$ cat src/rtl/miv_ram_ecc_scrub.sv
// 1W/1R RAM with optional Hamming SECDED around an inferred array, plus a background scrubber,
// saturating error counters, first-error address capture and a write-side fault-injection hook.
module miv_ram_ecc_scrub #(
  parameter int WIDTH          = 20,
  parameter int DEPTH          = 128,
  parameter int ECC_EN         = 1,
  parameter int CNT_W          = 8,
  parameter int SCRUB_INTERVAL = 256,
  localparam int AW            = $clog2(DEPTH)
) (
  input  logic             CLK,
  input  logic             RESET,
  input  logic [WIDTH-1:0] WD,
  input  logic [AW-1:0]    WADDR,
  input  logic             WEN,
  input  logic [1:0]       ERR_INJ,
  input  logic [AW-1:0]    RADDR,
  input  logic             REN,
  output logic [WIDTH-1:0] RD,
  output logic             SB_CORRECT,
  output logic             DB_DETECT,
  input  logic             SCRUB_EN,
  output logic             SCRUB_BUSY,
  output logic [CNT_W-1:0] SB_COUNT,
  output logic [CNT_W-1:0] DB_COUNT,
  output logic [AW-1:0]    ERR_ADDR,
  output logic             ERR_VALID,
  input  logic             ERR_CLR
);

  function automatic int calc_p(input int w);
    int p;
    p = 1;
    while ((1 << p) < (w + p + 1)) p++;
    return p;
  endfunction

  localparam int P   = calc_p(WIDTH);
  localparam int N   = WIDTH + P;
  localparam int CW  = (ECC_EN != 0) ? N + 1 : WIDTH;
  localparam int WCW = (SCRUB_INTERVAL > 1) ? $clog2(SCRUB_INTERVAL) : 1;

  // Stored layout is {overall parity, Hamming checks, data}; data bits occupy the
  // non-power-of-two Hamming positions in ascending order.
  function automatic logic [P-1:0] hcheck(input logic [WIDTH-1:0] d);
    logic [P-1:0] c;
    int di;
    c  = '0;
    di = 0;
    for (int pos = 1; pos <= N; pos++) begin
      if ((pos & (pos - 1)) != 0) begin
        if (d[di]) c = c ^ P'(pos);
        di++;
      end
    end
    return c;
  endfunction

  function automatic logic [WIDTH-1:0] fix(input logic [WIDTH-1:0] d, input logic [P-1:0] s);
    logic [WIDTH-1:0] r;
    int di;
    r  = d;
    di = 0;
    for (int pos = 1; pos <= N; pos++) begin
      if ((pos & (pos - 1)) != 0) begin
        if (pos == int'(s)) r[di] = ~d[di];
        di++;
      end
    end
    return r;
  endfunction

  function automatic logic [N:0] encode(input logic [WIDTH-1:0] d);
    logic [P-1:0] c;
    c = hcheck(d);
    return {^{c, d}, c, d};
  endfunction

  typedef enum logic [2:0] {IDLE, WAIT, READ, CHECK, WRBK} state_t;

  state_t           state;
  logic [AW-1:0]    ptr;
  logic [WCW-1:0]   wait_cnt;
  logic             hazard;
  logic [CW-1:0]    mem [DEPTH];
  logic [CW-1:0]    rd_cw, wr_cw, fix_cw, wb_cw;
  logic [AW-1:0]    rd_addr, rd_sel, wr_sel;
  logic             user_rd;
  logic [WIDTH-1:0] rd_hold, dec_data;
  logic             dec_sb, dec_db;
  logic             scrub_rd, scrub_wr, ptr_hit, ev_chk, sb_ev, db_ev;

  generate
    if (ECC_EN != 0) begin : g_ecc
      logic [P-1:0] syn;
      logic         par_bad, syn_in_range;
      assign syn          = hcheck(rd_cw[WIDTH-1:0]) ^ rd_cw[N-1:WIDTH];
      assign par_bad      = ^rd_cw;
      assign syn_in_range = int'(syn) <= N;
      assign dec_sb       = par_bad && syn_in_range;
      // A syndrome pointing past the codeword cannot come from one flip.
      assign dec_db       = (syn != '0) && (!par_bad || !syn_in_range);
      assign dec_data     = dec_sb ? fix(rd_cw[WIDTH-1:0], syn) : rd_cw[WIDTH-1:0];
      assign wr_cw        = encode(WD) ^ CW'(ERR_INJ);
      assign fix_cw       = encode(dec_data);
    end else begin : g_raw
      assign dec_sb   = 1'b0;
      assign dec_db   = 1'b0;
      assign dec_data = rd_cw;
      assign wr_cw    = WD ^ CW'(ERR_INJ);
      assign fix_cw   = rd_cw;
    end
  endgenerate

  // User traffic owns both ports; the scrubber only uses an idle port.
  assign scrub_rd = (state == READ) && SCRUB_EN && !REN;
  assign scrub_wr = (state == WRBK) && !WEN;
  assign ptr_hit  = WEN && (WADDR == ptr);
  assign rd_sel   = REN ? RADDR : ptr;
  assign wr_sel   = WEN ? WADDR : ptr;

  always_ff @(posedge CLK) begin
    if (WEN || scrub_wr) mem[wr_sel] <= WEN ? wr_cw : wb_cw;
    if (REN || scrub_rd) rd_cw <= mem[rd_sel];
  end

  always_ff @(posedge CLK or posedge RESET) begin
    if (RESET) begin
      user_rd <= 1'b0;
      rd_addr <= '0;
      rd_hold <= '0;
    end else begin
      user_rd <= REN;
      if (REN || scrub_rd) rd_addr <= rd_sel;
      if (user_rd) rd_hold <= dec_data;
    end
  end

  assign RD         = user_rd ? dec_data : rd_hold;
  assign SB_CORRECT = user_rd && dec_sb;
  assign DB_DETECT  = user_rd && dec_db;

  assign ev_chk = user_rd || (state == CHECK);
  assign sb_ev  = ev_chk && dec_sb;
  assign db_ev  = ev_chk && dec_db;

  always_ff @(posedge CLK or posedge RESET) begin
    if (RESET) begin
      SB_COUNT  <= '0;
      DB_COUNT  <= '0;
      ERR_ADDR  <= '0;
      ERR_VALID <= 1'b0;
    end else if (ERR_CLR) begin
      SB_COUNT  <= '0;
      DB_COUNT  <= '0;
      ERR_ADDR  <= '0;
      ERR_VALID <= 1'b0;
    end else begin
      if (sb_ev && (SB_COUNT != '1)) SB_COUNT <= SB_COUNT + 1'b1;
      if (db_ev && (DB_COUNT != '1)) DB_COUNT <= DB_COUNT + 1'b1;
      if ((sb_ev || db_ev) && !ERR_VALID) begin
        ERR_VALID <= 1'b1;
        ERR_ADDR  <= rd_addr;
      end
    end
  end

  always_ff @(posedge CLK or posedge RESET) begin
    if (RESET) begin
      state      <= IDLE;
      ptr        <= '0;
      wait_cnt   <= '0;
      wb_cw      <= '0;
      hazard     <= 1'b0;
      SCRUB_BUSY <= 1'b0;
    end else begin
      case (state)
        IDLE: if (SCRUB_EN && (ECC_EN != 0)) begin
          state      <= WAIT;
          wait_cnt   <= '0;
          SCRUB_BUSY <= 1'b1;
        end
        WAIT: if (!SCRUB_EN) begin
          state      <= IDLE;
          SCRUB_BUSY <= 1'b0;
        end else if (wait_cnt == WCW'(SCRUB_INTERVAL - 1)) begin
          state <= READ;
        end else begin
          wait_cnt <= wait_cnt + 1'b1;
        end
        READ: if (!SCRUB_EN) begin
          state      <= IDLE;
          SCRUB_BUSY <= 1'b0;
        end else if (!REN) begin
          state  <= CHECK;
          // A write landing with our read returned stale data; never write it back.
          hazard <= ptr_hit;
        end
        CHECK: if (dec_sb && !ptr_hit && !hazard) begin
          state <= WRBK;
          wb_cw <= fix_cw;
        end else begin
          ptr        <= ptr + 1'b1;
          wait_cnt   <= '0;
          state      <= SCRUB_EN ? WAIT : IDLE;
          SCRUB_BUSY <= SCRUB_EN;
        end
        WRBK: if (!WEN || ptr_hit) begin
          ptr        <= ptr + 1'b1;
          wait_cnt   <= '0;
          state      <= SCRUB_EN ? WAIT : IDLE;
          SCRUB_BUSY <= SCRUB_EN;
        end
        default: begin
          state      <= IDLE;
          SCRUB_BUSY <= 1'b0;
        end
      endcase
    end
  end

endmodule

$ cat config.mk
export PLATFORM = sky130hd
export DESIGN_NAME = miv_ram_ecc_scrub
export DESIGN_NICKNAME = d
export VERILOG_FILES = /design/src/rtl/miv_ram_ecc_scrub.sv
export SDC_FILE = /design/constraint.sdc
export NUM_CORES = 2
export LEC_CHECK = 0
export ABC_AREA = 1
export CORE_UTILIZATION = 45
export CTS_CLUSTER_SIZE = 10
export DETAILED_ROUTE_END_ITERATION = 10
export PLACE_DENSITY_LB_ADDON = 0.12
export SYNTH_ARGS = -nofsm -noshare
export SYNTH_HDL_FRONTEND = slang
export SYNTH_SLANG_ARGS = --single-unit
$ cat constraint.sdc
create_clock -name CLK -period 7.8 [get_ports CLK]
set_input_delay 1.56 -clock CLK [delete_from_list [all_inputs] [get_ports CLK]]
set_output_delay 1.56 -clock CLK [all_outputs]
set_load 0.01 [all_outputs]
## Word level (Yosys, flattened, before mapping)

Memories as Yosys holds them, arrays and structs flattened. A register that Yosys moved wholly into a read port is not among the register bits.
Cells that the tools add are included.

| storage, ports and cells | value |
|---|---|
| input port bits | 42 |
| RAM bits | 3,328 |
| memories | 1 |
| register bits after elaboration | 98 |
| word-level logic and storage cells | 298 |
| output and inout port bits | 47 |

| operators by class | value |
|---|---|
| order comparisons | 1 |
| mux-type cells | 118 |
| add/sub/neg operators | 4 |
| equality and inequality tests | 36 |
| reduce and logical (&&, ||, !) cells | 45 |
| bitwise logic cells | 80 |

Memories:

| name | words | bits a word | read ports | clocked after Yosys merged registers in | write ports | line | text |
|---|---|---|---|---|---|---|---|
| mem | 128 | 26 | 1 | 1 | 1 | 85 | `logic [CW-1:0] mem [DEPTH];` |

Operators with widths:

| cell | number |
|---|---|
| $mux W5 | 28 |
| $mux W4 | 22 |
| $mux W8 | 10 |
| $not A3 Y3 | 24 |
| $eq A5 B5 Y1 const A | 14 |
| $mux W20 | 3 |
| $mux W3 | 17 |
| $reduce_xor A25 Y1 | 2 |
| $mux W7 | 7 |
| $not A2 Y2 | 18 |
| $pmux W8 S4 | 1 |
| $mux W26 | 1 |
| $reduce_xor A26 Y1 | 1 |
| $xor A26 B2 Y26 | 1 |
| $eq A4 B5 Y1 const A | 5 |
| $add A8 B1 Y8 const B | 3 |
| $not A4 Y4 | 6 |
| $not A1 Y1 | 21 |
| $mux W19 | 1 |
| $mux W18 | 1 |
| $not A1 Y2 | 9 |
| $mux W17 | 1 |
| $mux W16 | 1 |
| $ne A8 B8 Y1 const B | 2 |
| other kinds (37) | 85 |

## Depth between registers and ports, before layout

| logic depth | value |
|---|---|
| depth in word-level cells | 102 |
| mapped depth | 36 |
| gate-level depth less buffers | 34 |

## Worst setup path after synthesis

No wires, ideal clock.

| timing | value |
|---|---|
| path kind | input-to-reg |
| from | input port WD[2] |
| to | memory mem[0][25] in the netlist's numbering (data pin) |
| arrival time | 7,829 ps |
| stages on the path | 8 |
| setup time | 1,197 ps |
| path slack | -1,225 ps |
| data required time | 6,603 ps |
| path buffers | 0 |
| path through | xnor2_1 > xnor2_1 > xor2_1 > xor2_1 > xnor2_1 > xor2_1 > xnor2_1 > o21ai_0 |

| between the ends | value |
|---|---|
| word-level cells in the longest chain between the ends | 30 |
| elaborated cells between the ends (all ways) | 34 |
| those cells by class | 19 x mux; 14 x bitwise; 1 x reduce/logical |

RTL lines:

| what | line | text |
|---|---|---|
| from (decl) | 13 | `input logic [WIDTH-1:0] WD,` |
| $mux W3 | 52 | `if (d[di]) c = c ^ P'(pos);` |
| $not A3 Y3 (no source line) | -- |  |
| $mux W3 | 52 |  |
| $mux W4 | 52 |  |
| $not A2 Y2 (no source line) or $mux W4 (tied branches) | -- |  |
| $mux W4 | 52 |  |
| $not A3 Y3 (no source line) or $not A2 Y2 (tied branches) | -- |  |
| $mux W4 | 52 |  |
| [12 not listed] | -- |  |
| $mux W5 | 52 |  |
| $not A3 Y3 (no source line) | -- |  |
| $mux W5 | 52 |  |
| $not A4 Y4 (no source line) | -- |  |
| $mux W5 (3 in series) | 52 |  |
| $reduce_xor A25 Y1 * | 76 | `return {^{c, d}, c, d};` |
| $xor A26 B2 Y26 * | 104 | `assign wr_cw = encode(WD) ^ CW'(ERR_INJ);` |
| $mux W26 * | 123 | `if (WEN \|\| scrub_wr) mem[wr_sel] <= WEN ? wr_cw : wb_cw;` |
| to (decl) | 85 |  |

Every way passes the cells marked *; elsewhere a longest branch is shown, timed or not.

## Final worst setup path

| timing | value |
|---|---|
| from | register rd_cw[6], read port of mem |
| to | output port RD[13] |

| between the ends | value |
|---|---|
| word-level cells in the longest chain between the ends | 32 |
| elaborated cells between the ends (all ways) | 40 |
| those cells by class | 1 x order compare; 1 x eq/ne; 23 x mux; 13 x bitwise; 2 x reduce/logical |

RTL lines:

| what | line | text |
|---|---|---|
| from (decl) | 86 | `logic [CW-1:0] rd_cw, wr_cw, fix_cw, wb_cw;` |
| $mux W4 (2 in series) | 52 |  |
| $not A3 Y3 (no source line) | -- |  |
| $mux W4 (2 in series) | 52 |  |
| $not A4 Y4 (no source line) | -- |  |
| $mux W4 | 52 |  |
| $not A1 Y2 (no source line) | -- |  |
| $mux W5 (2 in series) | 52 |  |
| $not A3 Y3 (no source line) | -- |  |
| [13 not listed] | -- |  |
| $mux W15 | 66 | `if (pos == int'(s)) r[di] = ~d[di];` |
| $mux W16 | 66 |  |
| $mux W17 | 66 |  |
| $mux W18 | 66 |  |
| $mux W19 | 66 |  |
| $mux W20 | 66 |  |
| $mux W20 * | 103 | `assign dec_data = dec_sb ? fix(rd_cw[WIDTH-1:0], syn) : rd_cw[WIDTH-1:0];` |
| $mux W20 * | 139 | `assign RD = user_rd ? dec_data : rd_hold;` |
| to (decl) | 19 | `output logic [WIDTH-1:0] RD,` |

Marked as above.

==> metrics <==
Die Wd=~560 um; clock skew=0.0607 ns; Overflow after GRT=0; LEAKAGE=just over 50 nW; Core Area=between 300000 and 400000 um2; CTS root buffer=clkbuf_16; final WL=about 440000 um; largest net degree at the start of global routing=~200; Post-Synth XOR/XNOR Area=0.637%; hold path depth=2; Synth area leader=edfxtp_1; clock slew at reported path FFs=about 0.06 ns; die footprint=approximately 310000 um2; initial antenna violation count=18; Synth async-reset ratio=2.84%; Max-cap violations=0; clock sinks=about 3500; RSZ-0062 raised after global routing=no; register area=a little over 100000 um2; initial core utilization=between 40% and 50%; clock network fraction of total power=a little under a third; H-tree depth=5; antenna-violating nets left=0; Seq/Total Area, Yosys=about three quarters; Sequential Power Share=42.8%; P&R area growth vs syn=12.8%; PortBufs=88; cell family with most CP delay=simple AND/OR/NAND/NOR gates; Netlist cell types=51; Crit path depth=16; Critical Path Sink=RD[13]; hold_buf cts=0; fin crit share=approximately 85%; Synth Warn #=0; PD cells=~330 nW/um2; post-synthesis mux area share=0%; critical-path maximum fanout=25; total global-route track usage=~28%; Vias=a little over 90000; Crit. End Element=output pin; Worst Path Buf+Inv=3; critical path required time=approximately 6.2 ns; final instance area=~160000 um2; Final min period=between 6 and 7 ns; synthesized net count=~11000; Die Y=559 um; CTS tree=yes; Arr. time, crit path=a little over 5 ns; fin. max-slew vios=0; NetSw=around 18 mW; Worst VDD drop=around 0.00081 V; Avg Cell Area, Syn=about 13 um2; Residual DRC=64; r2r setup slk=a little under 3 ns; failing checks=design-rule violations; I/O Pins=89; R2R Path End=ptr[6]; Rows=just over 200; fmax=~0.15 GHz; Final Power=~53 mW; reg2reg path depth=20; Synth top area share=between 70 and 80%; Synth Area in Simple Gates=roughly 11%; setup TNS=0 ns; Crit Path Category=reg2out; Crit-path slowest cell=edfxtp_1; cts bufs inserted=between 300 and 400; Util after Layout=51.1%; worst setup margin=1.14 ns; Top FF cell, synth=edfxtp_1; drt initial violations=11400; main combinational cell family by area after synthesis=compound AO/OA/AOI/OAI gates; Wirelength per Cell=approximately 29 um; vias per cell=a little over 6; Final Hold Fails=0; critical path cell sequence=inv_1 -> nand2_1 -> nand2_1 -> nand2_1 -> nand3_1 -> nand2_1 -> nand2_1 -> nand2_1 -> nand3_1 -> nand2_2 -> nand2_8 -> inv_4 -> nand3_2 -> xor2_2 -> o21ai_0 -> clkdlybuf4s50_1; most used cell, CP=nand2_1; Cells after Synth=about 11000; post-cts gate resize count=0; worst-skew pair later-pin latency=between 0.9 and 1 ns; status=finished, violations left; DP Area=147000 um2; most instantiated library cell after synthesis=edfxtp_1; Post-Synth Adder-Cell Area=less than 1%; layout cell share with drive strength beyond 1=under 10%; transition time of the tightest slew-check pin=around 1.4 ns; Compound-Gate Fraction of Synth Area=11.8%; CP peak stage delay=between 0.9 and 1 ns; post-synthesis register bit count=around 3500; sw frac=about a third; post-synthesis cell area=between 100000 and 150000 um2; final count of negative-setup-slack endpoints=0; origin of the critical flop-to-flop path=rd_cw[6]; Multi-input gate area=between 30000 and 40000 um2; iteration count of the initial detailed-routing pass=9; CP Launch Point=rd_cw[6]; first-pass GRT wire length=634000 um; # fillers=26200; Slew Limit Headroom=3.89%; setup bufs post-CTS=0; Nets=11200; Worst setup SP type=register; Comb power frac=roughly a quarter; synth top area cells=edfxtp_1 72%, nor2_1 8.7%, o32ai_1 5.2%; Clock Path Buffers=4; most common library cells after synthesis=3354 x edfxtp_1, 3233 x nor2_1, 1443 x o21ai_0, 832 x o32ai_1, 654 x nand2_1; Cell Int Power=between 30 and 40 mW; vias in the first global route=88300; Placer Congestion=between 0.8 and 0.9; DP HPWL=254000 um; DP Worst Slack=between 1 and 1.5 ns; worst min path class=reg2reg; Post-synth EDFFs=around 3400
==> flip-flops by register name (all words and copies together), names as in the netlist <==
| register | cells |
|---|---|
| DB_COUNT | 8 |
| ERR_ADDR | 7 |
| ERR_VALID | 1 |
| SB_COUNT | 8 |
| SCRUB_BUSY | 1 |
| hazard | 1 |
| mem | 3328 |
| ptr | 7 |
| rd_addr | 7 |
| rd_cw | 26 |
| rd_hold | 20 |
| state | 3 |
| user_rd | 1 |
| wait_cnt | 8 |
| wb_cw | 26 |
==> routing by layer <==
metal,track usage [%],vias to the layer above,share of wire (%)
li1,-,40900,-
met1,40.0,47500,42
met2,43.0,4328,45
met3,4.53,686,8.9
met4,9.34,6,3.4
met5,0,-,0.0079
==> kinds of logic (layout without fill, tap and decap cells) <==
family,after synthesis,after routing
and+or+nand+nor,4058,4058
DFF,3452,3452
AOI/OAI and AO/OA,2580,2580
buffers and inverters,933,1102
xor gates and xnor gates,97,97
adders and majority gates,4,4
other,0,10
==> worst min-delay path, stage by stage (launching register included) <==
cell and delay (ns):
dfrtp_1 0.34, nand2_1 0.05, o21ai_0 0.05
==> cell type report <==
| class | instances | area share (%) |
|---|---|---|
| clock inverters | 39 | 0.271 |
| multi-input cells | 6739 | 21.4 |
| well taps | 4120 | 3.27 |
| clock buffers | 469 | 6.54 |
| repair buffers | 428 | 2.63 |
| inverters | 166 | 0.420 |
| flip-flops and latches | 3452 | 65.4 |
| diodes | 10 | 0.0159 |
==> worst min path at each step <==
stage / startpoint / endpoint / slack [ns]
6_report: wb_cw[14] / wb_cw[14] / 0.48
5_1_grt: SCRUB_BUSY / SCRUB_BUSY / 0.51
4_1_cts: wb_cw[25] / wb_cw[25] / 0.49
3_5_place_dp: wb_cw[25] / wb_cw[25] / 0.47
3_3_place_gp: wb_cw[25] / wb_cw[25] / 0.47
2_1_floorplan: wb_cw[25] / wb_cw[25] / 0.45
==> cells in the final DEF, fill, tap and decap left out, types with 44 or more instances in the layout <==
cell / instances
edfxtp_1: 3354
inv_1: 133
nor2_2: 94
buf_4: 283
dfrtp_1: 98
clkbuf_16: 400
clkdlybuf4s50_1: 87
clkbuf_1: 65
xnor2_1: 44
buf_12: 57
xor2_1: 49
nand3_1: 88
o21ai_0: 1431
o22ai_1: 266
nand2_1: 637
nor2_1: 3105
o32ai_1: 832
==> metrics by stage <==
stage	hold WS [ns]	cells
after floorplan	0.449	11100
after global placement	0.467	14900
after detailed placement	0.473	14900
after CTS	0.488	15400
after global routing	0.511	15400
final	0.483	15400
==> power groups by stage <==
stage          registers [mW]  logic [mW]  clock network, mW
3_5_place_dp             22.9        13.7                  0
6_report                 22.6        13.9               16.3
5_1_grt                  22.6        14.8               17.1
4_1_cts                  22.5        13.7               16.5
3_3_place_gp             22.9        13.5                  0
2_1_floorplan            23.0        7.93                  0
No activity file was read; power rests on OpenSTA's default activity.
